==> src/rtl/am29xx_pkg.sv <==
// rtl/am29xx_pkg.sv - shared encodings for the am2901 ALU slice and am2909/am2911 sequencers
package am29xx_pkg;

    localparam int ALU_W = 8;
    localparam int SEQ_W = 12;

    typedef enum logic [2:0] {
        SRC_AQ = 3'd0,
        SRC_AB = 3'd1,
        SRC_ZQ = 3'd2,
        SRC_ZB = 3'd3,
        SRC_ZA = 3'd4,
        SRC_DA = 3'd5,
        SRC_DQ = 3'd6,
        SRC_DZ = 3'd7
    } src_e;

    typedef enum logic [2:0] {
        OP_ADD   = 3'd0,
        OP_SUBR  = 3'd1,
        OP_SUBS  = 3'd2,
        OP_OR    = 3'd3,
        OP_AND   = 3'd4,
        OP_NOTRS = 3'd5,
        OP_EXOR  = 3'd6,
        OP_EXNOR = 3'd7
    } op_e;

    typedef enum logic [2:0] {
        DST_QREG  = 3'd0,
        DST_NOP   = 3'd1,
        DST_RAMA  = 3'd2,
        DST_RAMF  = 3'd3,
        DST_RAMQD = 3'd4,
        DST_RAMD  = 3'd5,
        DST_RAMQU = 3'd6,
        DST_RAMU  = 3'd7
    } dest_e;

    typedef enum logic [1:0] {
        SEL_PC  = 2'd0,
        SEL_AR  = 2'd1,
        SEL_STK = 2'd2,
        SEL_D   = 2'd3
    } seq_sel_e;

endpackage

==> src/rtl/am2901.sv <==
// rtl/am2901.sv - 4-bit ALU/register slice, shift pins and output enable removed
module am2901
    import am29xx_pkg::*;
(
    input  logic       clock,
    input  logic       reset,
    input  logic [3:0] din,
    input  logic [3:0] a,
    input  logic [3:0] b,
    input  logic [2:0] src,
    input  logic [2:0] op,
    input  logic [2:0] dest,
    input  logic       cin,
    output logic [3:0] yout,
    output logic       cout,
    output logic       f0,
    output logic       f3,
    output logic       ovr
);

    logic [3:0] ram_q [16];
    logic [3:0] ram_d [16];
    logic [3:0] q_q, q_d;
    logic [3:0] a_val, b_val, r, s, r_op, s_op, f;
    logic [4:0] sum;
    logic       c3;

    always_comb begin
        a_val = ram_q[a];
        b_val = ram_q[b];
        r = 4'h0;
        s = 4'h0;
        case (src_e'(src))
            SRC_AQ: begin r = a_val; s = q_q;   end
            SRC_AB: begin r = a_val; s = b_val; end
            SRC_ZQ: begin r = 4'h0;  s = q_q;   end
            SRC_ZB: begin r = 4'h0;  s = b_val; end
            SRC_ZA: begin r = 4'h0;  s = a_val; end
            SRC_DA: begin r = din;   s = a_val; end
            SRC_DQ: begin r = din;   s = q_q;   end
            SRC_DZ: begin r = din;   s = 4'h0;  end
        endcase

        r_op = (op_e'(op) == OP_SUBR) ? ~r : r;
        s_op = (op_e'(op) == OP_SUBS) ? ~s : s;
        sum  = {1'b0, r_op} + {1'b0, s_op} + {4'b0, cin};
        // carry into bit 3 recovered from the sum bit and its two operand bits
        c3   = r_op[3] ^ s_op[3] ^ sum[3];

        f    = sum[3:0];
        cout = 1'b0;
        ovr  = 1'b0;
        case (op_e'(op))
            OP_ADD, OP_SUBR, OP_SUBS: begin
                cout = sum[4];
                ovr  = c3 ^ sum[4];
            end
            OP_OR:    f = r | s;
            OP_AND:   f = r & s;
            OP_NOTRS: f = ~r & s;
            OP_EXOR:  f = r ^ s;
            OP_EXNOR: f = ~(r ^ s);
        endcase

        f0   = (f == 4'h0);
        f3   = f[3];
        yout = (dest_e'(dest) == DST_RAMA) ? a_val : f;
    end

    always_comb begin
        ram_d = ram_q;
        q_d   = q_q;
        case (dest_e'(dest))
            DST_QREG:  q_d = f;
            DST_NOP:   ;
            DST_RAMA,
            DST_RAMF:  ram_d[b] = f;
            DST_RAMQD: begin
                ram_d[b] = {1'b0, f[3:1]};
                q_d      = {1'b0, q_q[3:1]};
            end
            DST_RAMD:  ram_d[b] = {1'b0, f[3:1]};
            DST_RAMQU: begin
                ram_d[b] = {f[2:0], 1'b0};
                q_d      = {q_q[2:0], 1'b0};
            end
            DST_RAMU:  ram_d[b] = {f[2:0], 1'b0};
        endcase
    end

    always_ff @(posedge clock or posedge reset) begin
        if (reset) begin
            q_q <= 4'h0;
            for (int i = 0; i < 16; i++) begin
                ram_q[i] <= 4'h0;
            end
        end else begin
            q_q   <= q_d;
            ram_q <= ram_d;
        end
    end

endmodule

==> src/rtl/am2909.sv <==
// rtl/am2909.sv - full sequencer slice with separate R and OR inputs
module am2909 (
    input  logic       clock,
    input  logic       reset,
    input  logic [3:0] din,
    input  logic [3:0] rin,
    input  logic [3:0] orin,
    input  logic       s0,
    input  logic       s1,
    input  logic       zero,
    input  logic       cin,
    input  logic       re,
    input  logic       fe,
    input  logic       pup,
    output logic [3:0] yout,
    output logic       cout
);

    am29xx_seq_core u_core (
        .clock (clock),
        .reset (reset),
        .din   (din),
        .rin   (rin),
        .orin  (orin),
        .s0    (s0),
        .s1    (s1),
        .zero  (zero),
        .cin   (cin),
        .re    (re),
        .fe    (fe),
        .pup   (pup),
        .yout  (yout),
        .cout  (cout)
    );

endmodule

==> src/rtl/am2911.sv <==
// rtl/am2911.sv - reduced sequencer slice; AR loads from D and there is no OR input
module am2911 (
    input  logic       clock,
    input  logic       reset,
    input  logic [3:0] din,
    input  logic       s0,
    input  logic       s1,
    input  logic       zero,
    input  logic       cin,
    input  logic       re,
    input  logic       fe,
    input  logic       pup,
    output logic [3:0] yout,
    output logic       cout
);

    am29xx_seq_core u_core (
        .clock (clock),
        .reset (reset),
        .din   (din),
        .rin   (din),
        .orin  (4'h0),
        .s0    (s0),
        .s1    (s1),
        .zero  (zero),
        .cin   (cin),
        .re    (re),
        .fe    (fe),
        .pup   (pup),
        .yout  (yout),
        .cout  (cout)
    );

endmodule

==> src/rtl/am29xx_seq_core.sv <==
// rtl/am29xx_seq_core.sv - 4-bit sequencer slice: uPC, AR, 4-deep stack, address mux, carry
module am29xx_seq_core
    import am29xx_pkg::*;
(
    input  logic       clock,
    input  logic       reset,
    input  logic [3:0] din,
    input  logic [3:0] rin,
    input  logic [3:0] orin,
    input  logic       s0,
    input  logic       s1,
    input  logic       zero,
    input  logic       cin,
    input  logic       re,
    input  logic       fe,
    input  logic       pup,
    output logic [3:0] yout,
    output logic       cout
);

    logic [3:0] upc_q, upc_d;
    logic [3:0] ar_q, ar_d;
    logic [1:0] sp_q, sp_d;
    logic [3:0] stk_q [4];
    logic [3:0] stk_d [4];
    logic [3:0] mux;

    always_comb begin
        mux = upc_q;
        case (seq_sel_e'({s1, s0}))
            SEL_PC:  mux = upc_q;
            SEL_AR:  mux = ar_q;
            SEL_STK: mux = stk_q[sp_q];
            SEL_D:   mux = din;
        endcase
        yout = zero ? (mux | orin) : 4'h0;
        cout = cin & (yout == 4'hF);

        // with zero low yout is already 0, so this also yields uPC <= cin
        upc_d = yout + {3'b0, cin};
        ar_d  = re ? ar_q : rin;

        sp_d  = sp_q;
        stk_d = stk_q;
        if (!fe) begin
            if (pup) begin
                sp_d        = sp_q + 2'd1;
                stk_d[sp_d] = upc_q;
            end else begin
                sp_d = sp_q - 2'd1;
            end
        end
    end

    always_ff @(posedge clock or posedge reset) begin
        if (reset) begin
            upc_q <= 4'h0;
            ar_q  <= 4'h0;
            sp_q  <= 2'd0;
            for (int i = 0; i < 4; i++) begin
                stk_q[i] <= 4'h0;
            end
        end else begin
            upc_q <= upc_d;
            ar_q  <= ar_d;
            sp_q  <= sp_d;
            stk_q <= stk_d;
        end
    end

endmodule

==> src/rtl/am29xx_bitslice.sv <==
// rtl/am29xx_bitslice.sv - CPU6 slice stack: 2x am2901 ALU and am2909/am2909/am2911 sequencer chain
module am29xx_bitslice
    import am29xx_pkg::*;
(
    input  logic             clock,
    input  logic             reset,
    input  logic [ALU_W-1:0] alu_din,
    input  logic [3:0]       alu_a,
    input  logic [3:0]       alu_b,
    input  logic [2:0]       alu_src,
    input  logic [2:0]       alu_op,
    input  logic [2:0]       alu_dest,
    input  logic             alu_cin,
    output logic [ALU_W-1:0] alu_y,
    output logic             alu_cout,
    output logic             alu_f0,
    output logic             alu_f3,
    output logic             alu_ovr,
    output logic [3:0]       alu_lo_flags,
    input  logic [SEQ_W-1:0] seq_din,
    input  logic [7:0]       seq_rin,
    input  logic [7:0]       seq_orin,
    input  logic             seq_s0,
    input  logic             seq_s1,
    input  logic             seq_zero,
    input  logic             seq_cin,
    input  logic             seq_re,
    input  logic             seq_fe,
    input  logic             seq_pup,
    output logic [SEQ_W-1:0] seq_y,
    output logic             seq_cout
);

    logic lo_cout, lo_f0, lo_f3, lo_ovr, hi_f0;
    logic c_mid, c_hi;

    am2901 u_alu_lo (
        .clock (clock),
        .reset (reset),
        .din   (alu_din[3:0]),
        .a     (alu_a),
        .b     (alu_b),
        .src   (alu_src),
        .op    (alu_op),
        .dest  (alu_dest),
        .cin   (alu_cin),
        .yout  (alu_y[3:0]),
        .cout  (lo_cout),
        .f0    (lo_f0),
        .f3    (lo_f3),
        .ovr   (lo_ovr)
    );

    am2901 u_alu_hi (
        .clock (clock),
        .reset (reset),
        .din   (alu_din[7:4]),
        .a     (alu_a),
        .b     (alu_b),
        .src   (alu_src),
        .op    (alu_op),
        .dest  (alu_dest),
        .cin   (lo_cout),
        .yout  (alu_y[7:4]),
        .cout  (alu_cout),
        .f0    (hi_f0),
        .f3    (alu_f3),
        .ovr   (alu_ovr)
    );

    // low-nibble flags kept visible for nibble-level arithmetic
    assign alu_lo_flags = {lo_cout, lo_ovr, lo_f3, lo_f0};
    assign alu_f0       = lo_f0 & hi_f0;

    am2909 u_seq_lo (
        .clock (clock),
        .reset (reset),
        .din   (seq_din[3:0]),
        .rin   (seq_rin[3:0]),
        .orin  (seq_orin[3:0]),
        .s0    (seq_s0),
        .s1    (seq_s1),
        .zero  (seq_zero),
        .cin   (seq_cin),
        .re    (seq_re),
        .fe    (seq_fe),
        .pup   (seq_pup),
        .yout  (seq_y[3:0]),
        .cout  (c_mid)
    );

    am2909 u_seq_mid (
        .clock (clock),
        .reset (reset),
        .din   (seq_din[7:4]),
        .rin   (seq_rin[7:4]),
        .orin  (seq_orin[7:4]),
        .s0    (seq_s0),
        .s1    (seq_s1),
        .zero  (seq_zero),
        .cin   (c_mid),
        .re    (seq_re),
        .fe    (seq_fe),
        .pup   (seq_pup),
        .yout  (seq_y[7:4]),
        .cout  (c_hi)
    );

    am2911 u_seq_hi (
        .clock (clock),
        .reset (reset),
        .din   (seq_din[11:8]),
        .s0    (seq_s0),
        .s1    (seq_s1),
        .zero  (seq_zero),
        .cin   (c_hi),
        .re    (seq_re),
        .fe    (seq_fe),
        .pup   (seq_pup),
        .yout  (seq_y[11:8]),
        .cout  (seq_cout)
    );

endmodule

==> config.mk <==
export PLATFORM = sky130hd
export DESIGN_NAME = am29xx_bitslice
export DESIGN_NICKNAME = d
export VERILOG_FILES = /design/src/rtl/am29xx_pkg.sv /design/src/rtl/am2901.sv /design/src/rtl/am2909.sv /design/src/rtl/am2911.sv /design/src/rtl/am29xx_seq_core.sv /design/src/rtl/am29xx_bitslice.sv
export SDC_FILE = /design/constraint.sdc
export NUM_CORES = 1
export LEC_CHECK = 0
export BUFFER_PORTS_ARGS = -buffer_cell sky130_fd_sc_hd__clkbuf_2
export CAP_MARGIN = 15
export CORE_UTILIZATION = 45
export DETAILED_ROUTE_END_ITERATION = 12
export HOLD_SLACK_MARGIN = 0.02
export SLEW_MARGIN = 15
export SYNTH_ARGS = -nofsm -noshare
export SYNTH_HDL_FRONTEND = slang
export SYNTH_SLANG_ARGS = --single-unit
==> constraint.sdc <==
create_clock -name clock -period 13.85 [get_ports clock]
set_clock_uncertainty 0.2 [all_clocks]
set_input_delay 4.155 -clock clock [delete_from_list [all_inputs] [get_ports clock]]
set_output_delay 4.155 -clock clock [all_outputs]
set_load 0.05 [all_outputs]
=== Yosys cells after proc, flatten, opt, wreduce, memory -nomap -nowiden ===
Cells that the tools add are included.
W data, S select, Z words.

* Add/subtract/negate cells: 13
* Multiply operators: 0
* Divide/modulo/power cells: 0
* Magnitude comparators: 12
* Equality and inequality tests: 26
* Shifts and indexed selects: 0
* Multiplexer cells: 67
* Bitwise operators: 35
* Reductions and logical operators: 23

{| class="wikitable"
|+ Operators by type and width
! cell !! number
|-
| $bwmux W64 || 6
|-
| $pmux W64 S3 || 2
|-
| $mux W4 || 27
|-
| $pmux W4 S4 || 5
|-
| $bmux W4 S4 || 4
|-
| $bwmux W16 || 3
|-
| $pmux W4 S3 || 4
|-
| $pmux W4 S5 || 2
|-
| $eq A3 B3 Y1 const B || 12
|-
| $bmux W4 S2 || 3
|-
| $demux W4 S2 || 3
|-
| $not A4 Y4 || 6
|-
| $eq A3 B2 Y1 const B || 6
|-
| $ge A3 B3 Y1 const B || 6
|-
| $not A2 Y3 || 6
|-
| $and A4 B4 Y4 || 4
|-
| $demux W4 S4 || 1
|-
| $or A4 B4 Y4 || 4
|-
| $add A4 B1 Y4 || 3
|-
| $eq A4 B4 Y1 const B || 3
|-
| $reduce_or A2 Y1 || 6
|-
| $reduce_or A3 Y1 || 4
|-
| $add A4 B4 Y5 || 2
|-
| $add A5 B1 Y5 || 2
|-
| other kinds (21) || 52
|}

* Flip-flop bits (word level): 214
* Bits in latches: 0
* Bits in writable memories: 0
* ROM bits: 0
* Output and inout port bits: 29
* Memories kept: 0

=== Depth between registers and ports, before layout ===
Gate-level depths: netlist of the first run.

* Depth in word-level cells: 14
* Depth in mapped cells: 24
* Depth with buffers taken out: 19

=== Hierarchy ===
From an unflattened synthesis of the first run, not the netlist that was laid out.

* Cell total of the unflattened synthesis: 1481
* Area, all modules: 14831.7 µm²

{| class="wikitable"
|+ Modules (own cells, without submodules)
! module !! times used !! cells each !! area each (µm²)
|-
| am2901 (u_alu_hi) || 1 || 634 || 5684.2
|-
| am2901 (u_alu_lo) || 1 || 541 || 5124.9
|-
| am29xx_seq_core (u_seq_mid.u_core) || 1 || 103 || 1332.5
|-
| am29xx_seq_core (u_seq_hi.u_core) || 1 || 96 || 1327.5
|-
| am29xx_seq_core (u_seq_lo.u_core) || 1 || 101 || 1322.5
|-
| am29xx_bitslice || 1 || 5 || 36.3
|-
| am2911 || 1 || 1 || 3.8
|}

=== Least setup slack after synthesis of the first run ===
OpenSTA, ideal clock, no wires.

* Path kind: input port to output port
* Start point: input alu_b[0]
* End point: output alu_y[5]
* Arrival time: 9.399 ns
* Required time: 9.495 ns
* Setup slack: 0.096 ns
* Stages on the path: 19
* Cell sequence: buf_2 -> buf_6 -> mux4_2 -> a22o_1 -> a21o_1 -> a2111oi_4 -> xor2_1 -> fa_1 -> fa_1 -> o21ai_0 -> a21oi_1 -> nor2_1 -> fa_1 -> inv_1 -> fa_1 -> o22a_1 -> o21ai_2 -> inv_1 -> o21ai_0

* Longest elaborated chain between the ends: 13
* Elaborated cells between the ends (all ways): 25
* Classes of those cells: 4 x add/sub; 13 x mux; 8 x bitwise

{| class="wikitable"
|+ RTL lines
! item !! line !! RTL
|-
| start, declared || am29xx_bitslice.sv:9 || <nowiki>input logic [3:0] alu_b,</nowiki>
|-
| $not A4 Y5 (not written as such) (*) || am2901.sv:30 || <nowiki>b_val = ram_q[b];</nowiki>
|-
| $bmux W4 S4 (*) || am2901.sv:30 ||
|-
| $mux W4 (not written as such) (*) (2 in series) || am2901.sv:30 ||
|-
| $pmux W4 S4 (*) || am2901.sv:33 || <nowiki>case (src_e'(src))</nowiki>
|-
| $not A4 Y4 || am2901.sv:45 || <nowiki>s_op = (op_e'(op) == OP_SUBS) ? ~s : s;</nowiki>
|-
| $mux W4 (*) || am2901.sv:45 ||
|-
| $add A4 B4 Y5 (*) || am2901.sv:46 || <nowiki>sum = {1'b0, r_op} + {1'b0, s_op} + {4'b0, cin};</nowiki>
|-
| $add A5 B1 Y5 (*) || am2901.sv:46 ||
|-
| $mux W1 (*) || am2901.sv:53 || <nowiki>case (op_e'(op))</nowiki>
|-
| named net lo_cout || am29xx_bitslice.sv:34 || <nowiki>logic lo_cout, lo_f0, lo_f3, lo_ovr, hi_f0;</nowiki>
|-
| $add A5 B1 Y5 (*) || am2901.sv:46 ||
|-
| $pmux W4 S5 (*) || am2901.sv:53 ||
|-
| $mux W4 (*) || am2901.sv:67 || <nowiki>yout = (dest_e'(dest) == DST_RAMA) ? a_val : f;</nowiki>
|-
| end, declared || am29xx_bitslice.sv:14 || <nowiki>output logic [ALU_W-1:0] alu_y,</nowiki>
|}

The timed path passes the listed nets; every way through them passes the cells marked *. The select of a mux whose other input is x is not followed.

=== Worst setup path in the final report of the first run ===
* Start point: input alu_src[2]
* End point: output alu_y[5]

* Longest elaborated chain between the ends: 11
* Elaborated cells between the ends (all ways): 38
* Classes of those cells: 4 x add/sub; 7 x eq/ne; 11 x mux; 9 x bitwise; 7 x reduce/logical

{| class="wikitable"
|+ RTL lines
! item !! line !! RTL
|-
| start, declared || am29xx_bitslice.sv:10 || <nowiki>input logic [2:0] alu_src,</nowiki>
|-
| $eq A3 B2 Y1, or another cell as far along || am2901.sv:33 ||
|-
| $reduce_or A3 Y1 (no source line) / $reduce_or A2 Y1 (equally long branches) || -- ||
|-
| $pmux W4 S4 / $pmux W4 S3 (equally long branches) || am2901.sv:33 ||
|-
| $not A4 Y4, on equally long branches || am2901.sv:45, am2901.sv:44 ||
|-
| $mux W4, on equally long branches || am2901.sv:45, am2901.sv:44 ||
|-
| $add A4 B4 Y5 || am2901.sv:46 ||
|-
| $add A5 B1 Y5 || am2901.sv:46 ||
|-
| $mux W1 || am2901.sv:53 ||
|-
| $add A5 B1 Y5 || am2901.sv:46 ||
|-
| $pmux W4 S5 (*) || am2901.sv:53 ||
|-
| $mux W4 (*) || am2901.sv:67 ||
|}

Mark *: on every way between the ends. The rest lies on a longest branch, timed or not.

==> flow_metrics.py, run 1 <==
metrics = {
    "status": {
        "status": "complete, but fails checks",
        "violations": "DRC",
    },
    "cells_and_area": {
        "layout-drive-gt1-share_pct": 26.7,
        "final_common_cell": "dfrtp_1",
        "fillers": 2819,
        "layout_common_cells": "214 x dfrtp_1, 139 x nand2_1, 85 x clkbuf_2",
        "fin_util_pct": 52.0,
        "area_delta_synth_final_pct": 12.7,
        "diodes": 0,
        "fin_nets": 1494,
    },
    "timing": {
        "finalCritPeriodShare_pct": 97.9,
        "hold_ws_ps": 301,
        "setup_violations": 0,
        "drv_slew": 0,
        "finalSetupTns_ps": 0,
        "hold_viol": 0,
        "grt_setup_unrepaired": "no",
        "tightest_slew_ps": 1060,
        "fmax_ghz": 0.0737,
        "worst_slew_margin_rel_pct": 29.4,
        "min_period_ps": 13560,
    },
    "logic_synthesis": {
        "synth_edf_count": 0,
        "synth_flop_cell": "dfrtp_1",
        "async_flop_share_pct": 100,
        "synth-seq-area-share_pct": 37.6,
        "synthCells": 1317,
        "ys_ff_latch": 214,
        "syn_nets": 1416,
        "netlist.area_leader.share_pct": 37.6,
        "yosysTopAreaCell": "dfrtp_1",
        "netlist_area_um2": 14200,
        "ys.warnings.count": 0,
        "ys_types": 79,
        "avgSynthCellArea_um2": 10.8,
        "synthTopCellsByArea": "dfrtp_1 38%, mux4_2 12%, mux2_2 6.6%, nand2_1 3.7%, mux2i_1 3.7%",
    },
    "critical_path": {
        "required_ps": 9490,
        "critPathLaunchType": "input port",
        "critical_path_class": "input port to primary output",
        "worstSetupEndpointType": "primary output",
        "crit_arrival_ps": 9210,
        "cp_max_fo": 10,
    },
    "global_routing": {
        "antenna_found_initial": 0,
        "grt-ovfl-total": 0,
        "grt_max_degree": 87,
        "grt_pass1_wl_um": 73600,
        "grt_pass1_vias": 11800,
        "grt_usage_pct": 29.8,
    },
    "routing": {
        "route.detailed.drc": 9,
        "final_antenna_net_count": 0,
        "drt_iter0_markers": 1262,
        "wl_um": 48200,
        "vias": 12000,
        "drt-vias-per-instance": 6.63,
        "first_pass_iters": 12,
        "avgRoutedWirePerCell_um": 26.6,
    },
    "placed_design": {
        "place_congestion": 0.989,
        "dp_hpwl_um": 36000,
        "portBuffers": 91,
    },
    "clock_tree": {
        "holdBufCountCts": 0,
        "clock_latency_ps": 550,
        "clockBufferDepth": 3,
        "cts_sinks": 214,
        "cts-root-buf": "clkbuf_16",
        "post_cts_resized": 0,
        "cts_tree": "yes",
        "cts_buffers": 25,
        "clk_pin_slew_ps": 60,
        "htree_levels": 1,
        "postCtsSetupBuffers": 0,
    },
    "power_and_ir_drop": {
        "power_leakage_nw": 6.87,
        "vdd.ir_drop.worst_mv": 0.0986,
        "powerDensity_nw_per_um2": 173,
    },
    "die": {
        "fp-row-count": 64,
        "dieHeight_um": 180,
        "ios": 92,
        "die_w_um": 180,
        "core_area_um2": 30800,
        "start_util_pct": 46.1,
        "die-area_um2": 32300,
    },
    "hold_path": {
        "holdCritPathClass": "flip-flop to flip-flop",
    },
    "run": {
        "drv_cap": 0,
    },
}
-- through the flow --
stage | worst slack, ps | std cells | total power [mW] | cell area (µm²)
2_1_floorplan | 96.3 | 1317 | 1.71 | 14200
3_5_place_dp | 350 | 1764 | 2.05 | 15100
3_3_place_gp | 476 | 1764 | 2.03 | 15100
6_report | 286 | 1810 | 2.78 | 16000
4_1_cts | 339 | 1810 | 2.77 | 16000
5_1_grt | 6.80 | 1810 | 2.90 | 16000
-- Yosys cell counts (4+ instances only) --
master    number
clkbuf_1      43
a31oi_1       41
dfrtp_1      214
mux2_2        83
nand2b_1      16
and3_1         9
a32o_1        16
o31ai_1        4
inv_1         34
o31a_1         5
nand3_1       14
and2_1        11
xor2_1        22
nand2_1      139
nor2b_1       22
buf_6         15
mux4_2        74
ha_1          32
buf_2         10
mux2i_1       52
a21o_1         5
a22oi_1       42
o211ai_1       8
a31o_2        11
nor3_1        13
fa_1           4
nor2_1        82
o32ai_1        8
buf_4         11
o221ai_1      26
o22ai_1       28
a22o_1        28
xnor2_1       22
o21ai_0       82
buf_1          7
a21oi_1       19
-- registers in the layout (all words and copies together) (netlist names) --
register                count
u_alu_hi.ram_q             64
u_alu_lo.ram_q             64
u_seq_hi.u_core.stk_q      16
u_seq_lo.u_core.stk_q      16
u_seq_mid.u_core.stk_q     16
u_alu_hi.q_q                4
u_alu_lo.q_q                4
u_seq_hi.u_core.ar_q        4
u_seq_hi.u_core.upc_q       4
u_seq_lo.u_core.ar_q        4
u_seq_lo.u_core.upc_q       4
u_seq_mid.u_core.ar_q       4
u_seq_mid.u_core.upc_q      4
u_seq_hi.u_core.sp_q        2
u_seq_lo.u_core.sp_q        2
u_seq_mid.u_core.sp_q       2
-- final timing paths --
kind	cells after the start	slack (ps)	start	to
max in group asynchronous	3	8560	reset	u_alu_hi.ram_q[57]$_DFFE_PP0P_
worst min register to register	1	300	u_seq_mid.u_core.stk_q[4]$_DFFE_PP0P_	u_seq_mid.u_core.stk_q[4]$_DFFE_PP0P_
min in group asynchronous	2	3510	reset	u_alu_lo.q_q[3]$_DFFE_PP0P_
worst max-delay path	18	290	alu_src[2]	alu_y[5]
worst max register to register	19	7880	u_alu_lo.ram_q[44]$_DFFE_PP0P_	u_alu_hi.ram_q[61]$_DFFE_PP0P_
worst min-delay path	1	300	u_seq_mid.u_core.stk_q[4]$_DFFE_PP0P_	u_seq_mid.u_core.stk_q[4]$_DFFE_PP0P_
-- worst max-delay path, stage by stage --
cell and delay, ps:
clkbuf_2 160, or3_1 560, or3b_2 550, and3b_1 230, xor2_1 180, fa_1 470
fa_1 470, o21ai_0 220, a21oi_1 130, nor2_1 180, fa_1 230, inv_1 70
fa_1 470, o22a_1 210, o21ai_2 150, inv_1 150, o21ai_0 430, buf_12 200
-- routing by layer --
| metal | up-vias | routed length, µm | global-route usage, % |
|---|---|---|---|
| li1 | 5214 | - | - |
| met1 | 6069 | 19800 | 40.3 |
| met2 | 612 | 22700 | 48.7 |
| met3 | 103 | 3630 | 3.53 |
| met4 | 0 | 2020 | 12.5 |
| met5 | - | 0 | 0 |
-- power by group --
group / internal, mW / total [mW] / leakage (nW) / switching [mW]
Sequential: 0.823 / 1.03 / 2.71 / 0.212
Combinational: 0.473 / 1.03 / 3.71 / 0.553
Clock: 0.437 / 0.716 / 0.443 / 0.279
Total: 1.73 / 2.78 / 6.87 / 1.04
-- cells by family (layout without fill, tap and decap cells) --
logic type	Yosys count	after routing	synth area share, %
and+or+nand+nor	327	327	10.7
xor gates and xnor gates	44	44	2.71
AOI/OAI and AO/OA	361	361	18.8
muxes	211	211	22.2
buffers and inverters	124	221	4.56
DFF	214	214	37.6
adders and majority gates	36	36	3.38
-- final cells by class --
cell class,instances,area [µm²],area share (%)
Multi-Input combinational cell,979,8220,51.3
Sequential cell,214,5360,33.4
Timing Repair Buffer,139,918,5.73
Clock buffer,36,757,4.72
Tap cell,396,495,3.09
Clock inverter,10,145,0.905
Inverter,36,143,0.889
No activity file was read; power rests on OpenSTA's default activity.
==> run 2, diff against run 1 <==
- CORE_UTILIZATION: 45 -> 60
- PLACE_DENSITY: not set -> 0.79
==> run 2 against run 1 <==
  * The run now ends clean
  * Clock-buffer cell count shrank 6
  * Sequential power is essentially flat
  * Total power shrank 2.7%
  * Register-to-register slack gained 30 ps
  * Utilization grew 17 points
  * Die area shrank 25%
  * Sequential cell count is the same
  * Combinational power is essentially flat
  * Sequential share of layout area grew 0.59 points
  * Global-route usage grew 9.4 points
  * Critical endpoint is now alu_f0
  * Largest power group unchanged
  * Highest routed layer unchanged
==> flow_metrics.py, run 2 (synthesized netlist as in run 1, its figures left out) <==
metrics = {
    "critical_path": {
        "crit_path_end": "alu_f0",
        "cp_max_fo": 14,
        "required_ps": 9490,
        "reg2reg_to": "u_alu_hi.ram_q[49]$_DFFE_PP0P_",
        "critPathLaunchType": "input port",
        "regToRegStartpoint": "u_alu_lo.ram_q[44]$_DFFE_PP0P_",
        "cp-startpoint": "alu_a[1]",
        "rr_worst_depth": 19,
        "slowest_stage": "mux4_2",
        "worstSetupEndpointType": "primary output",
        "reg2reg_slack_ps": 7910,
        "path_cells": "buf_2 -> buf_4 -> mux4_2 -> mux2i_1 -> o22ai_1 -> a2111oi_4 -> xnor2_1 -> ha_1 -> inv_1 -> o21ai_0 -> a21oi_1 -> nor2_1 -> fa_1 -> a21o_1 -> a21oi_1 -> xnor2_1 -> a22oi_1 -> o31a_1 -> inv_1 -> nor2_1 -> and4_1 -> buf_12",
        "critical_path_class": "input port to primary output",
        "critPathMaxStageDelay_ps": 520,
        "crit_arrival_ps": 9130,
    },
    "placed_design": {
        "place_ws_ps": 226,
        "place_congestion": 1.08,
        "dp_hpwl_um": 33900,
        "portBuffers": 91,
    },
    "clock_tree": {
        "htree_levels": 1,
        "cts_buffers": 24,
        "clk_pin_slew_ps": 60,
        "clockBufferDepth": 3,
        "clock_latency_ps": 540,
        "postCtsSetupBuffers": 0,
        "cts-root-buf": "clkbuf_16",
        "cts_tree": "yes",
        "cts_sinks": 214,
        "holdBufCountCts": 0,
    },
    "die": {
        "dieHeight_um": 156,
        "ios": 92,
        "die-area_um2": 24300,
        "fp-row-count": 55,
        "start_util_pct": 62.1,
        "die_w_um": 156,
        "core_area_um2": 22900,
    },
    "timing": {
        "worst_slew_margin_rel_pct": 22.4,
        "grt_setup_unrepaired": "no",
        "finalCritPeriodShare_pct": 97.4,
        "finalSetupTns_ps": 0,
        "worst_slack_ps": 366,
        "min_period_ps": 13480,
        "hold_viol": 0,
        "setup_violations": 0,
        "tightest_slew_ps": 1160,
        "fmax_ghz": 0.0742,
        "drv_slew": 0,
    },
    "cells_and_area": {
        "layout_common_cells": "214 x dfrtp_1, 139 x nand2_1, 86 x clkbuf_2",
        "fillers": 1694,
        "area_delta_synth_final_pct": 10.8,
        "diodes": 0,
        "final_common_cell": "dfrtp_1",
        "top_regs": "u_alu_hi.ram_q x64, u_alu_lo.ram_q x64",
        "layout-drive-gt1-share_pct": 26.2,
        "multiInputGateArea_um2": 8240,
        "fin_nets": 1490,
        "seq_area_um2": 5360,
    },
    "power_and_ir_drop": {
        "p_comb_share_pct": 37.9,
        "p_seq_share_pct": 38.5,
        "internal_power_mw": 1.66,
        "clockPowerShare_pct": 23.6,
        "total_power_mw": 2.70,
        "powerDensity_nw_per_um2": 171,
        "p_sw_share_pct": 38.6,
        "power_leakage_nw": 6.79,
        "power.switching_mw": 1.04,
        "vdd.ir_drop.worst_mv": 0.116,
    },
    "routing": {
        "vias": 12300,
        "drt-vias-per-instance": 7.15,
        "first_pass_iters": 6,
        "wl_um": 46700,
        "avgRoutedWirePerCell_um": 27.1,
        "final_antenna_net_count": 0,
        "drt_iter0_markers": 1775,
        "route.detailed.drc": 0,
    },
    "global_routing": {
        "grt_max_degree": 152,
        "grt-ovfl-total": 0,
        "antenna_found_initial": 0,
        "grt_usage_pct": 39.2,
        "grt_pass1_vias": 11800,
        "grt_pass1_wl_um": 70900,
    },
    "status": {
        "status": "finished, final reports clean",
    },
    "run": {
        "drv_cap": 0,
    },
    "hold_path": {
        "holdCritPathClass": "flip-flop to flip-flop",
    },
}
==> run 2: cell types whose count changed in the layout (fill, tap and decap cells not counted), sizes merged <==
cell / change
clkinvlp: -1
bufinv: -1
clkinv: +4
clkbuf: -5
buf: -4
==> run 2: metal layers <==
| layer | vias to the layer above | global-route usage (%) | routed length [µm] |
|---|---|---|---|
| met3 | 147 | 11.4 | 5940 |
| met5 | - | 0 | 0 |
| met2 | 858 | 57.6 | 20300 |
| met4 | 0 | 16.5 | 2190 |
| met1 | 6107 | 54.3 | 18200 |
| li1 | 5193 | - | - |
==> run 2: final cells by class <==
type | instances | share of cell area, %
multi-input cells | 979 | 52.3
clock inverters | 12 | 0.810
repair buffers | 136 | 5.48
flip-flops and latches | 214 | 34.0
clock buffers | 30 | 4.08
inverters | 36 | 0.905
well taps | 313 | 2.48
==> run 2: metrics by stage <==
stage | hold slack [ps] | instance area [µm²] | std cells | utilization, %
finish | 300 | 15800 | 1720 | 68.8
global route | 310 | 15800 | 1720 | 68.8
CTS | 301 | 15700 | 1720 | 68.7
detailed placement | 288 | 15000 | 1678 | 65.4
global placement | 281 | 15000 | 1678 | 65.4
floorplan | 261 | 14200 | 1317 | -
==> run 2: power by group through the flow <==
stage / Combinational [mW] / Sequential [mW] / Clock [mW]
floorplan: 0.776 / 0.936 / 0
global placement: 0.974 / 1.02 / 0
detailed placement: 0.999 / 1.03 / 0
CTS: 1.00 / 1.03 / 0.643
global route: 1.09 / 1.06 / 0.664
finish: 1.02 / 1.04 / 0.639
==> run 2: how the worst min path moves through the flow <==
stage                                                      from                                    end  slack, ps  cells past startpoint
after floorplan                  u_alu_hi.ram_q[36]$_DFFE_PP0P_         u_alu_hi.ram_q[36]$_DFFE_PP0P_        260                      2
after global routing       u_seq_hi.u_core.stk_q[1]$_DFFE_PP0P_   u_seq_hi.u_core.stk_q[1]$_DFFE_PP0P_        310                      1
after detailed placement   u_seq_mid.u_core.ar_q[3]$_DFFE_PP0N_   u_seq_mid.u_core.ar_q[3]$_DFFE_PP0N_        290                      1
after global placement     u_seq_hi.u_core.stk_q[4]$_DFFE_PP0P_   u_seq_hi.u_core.stk_q[4]$_DFFE_PP0P_        280                      1
final                     u_seq_mid.u_core.stk_q[7]$_DFFE_PP0P_  u_seq_mid.u_core.stk_q[7]$_DFFE_PP0P_        300                      1
after CTS                  u_seq_mid.u_core.ar_q[3]$_DFFE_PP0N_   u_seq_mid.u_core.ar_q[3]$_DFFE_PP0N_        300                      1
==> run 2: what timing repair did <==
action	CTS	global route
endpoints found under the hold margin	0	0
setup endpoints to repair	0	2
gates resized for setup	0	3
==> run 2: critical path: cells and delay by family <==
| kind | cells | cell delay, ps |
|---|---|---|
| AOI/OAI and AO/OA | 8 | 1630 |
| buffers and inverters | 5 | 980 |
| muxes | 2 | 870 |
| adders and majority gates | 2 | 790 |
| and+or+nand+nor | 3 | 450 |
| xor gates and xnor gates | 2 | 230 |
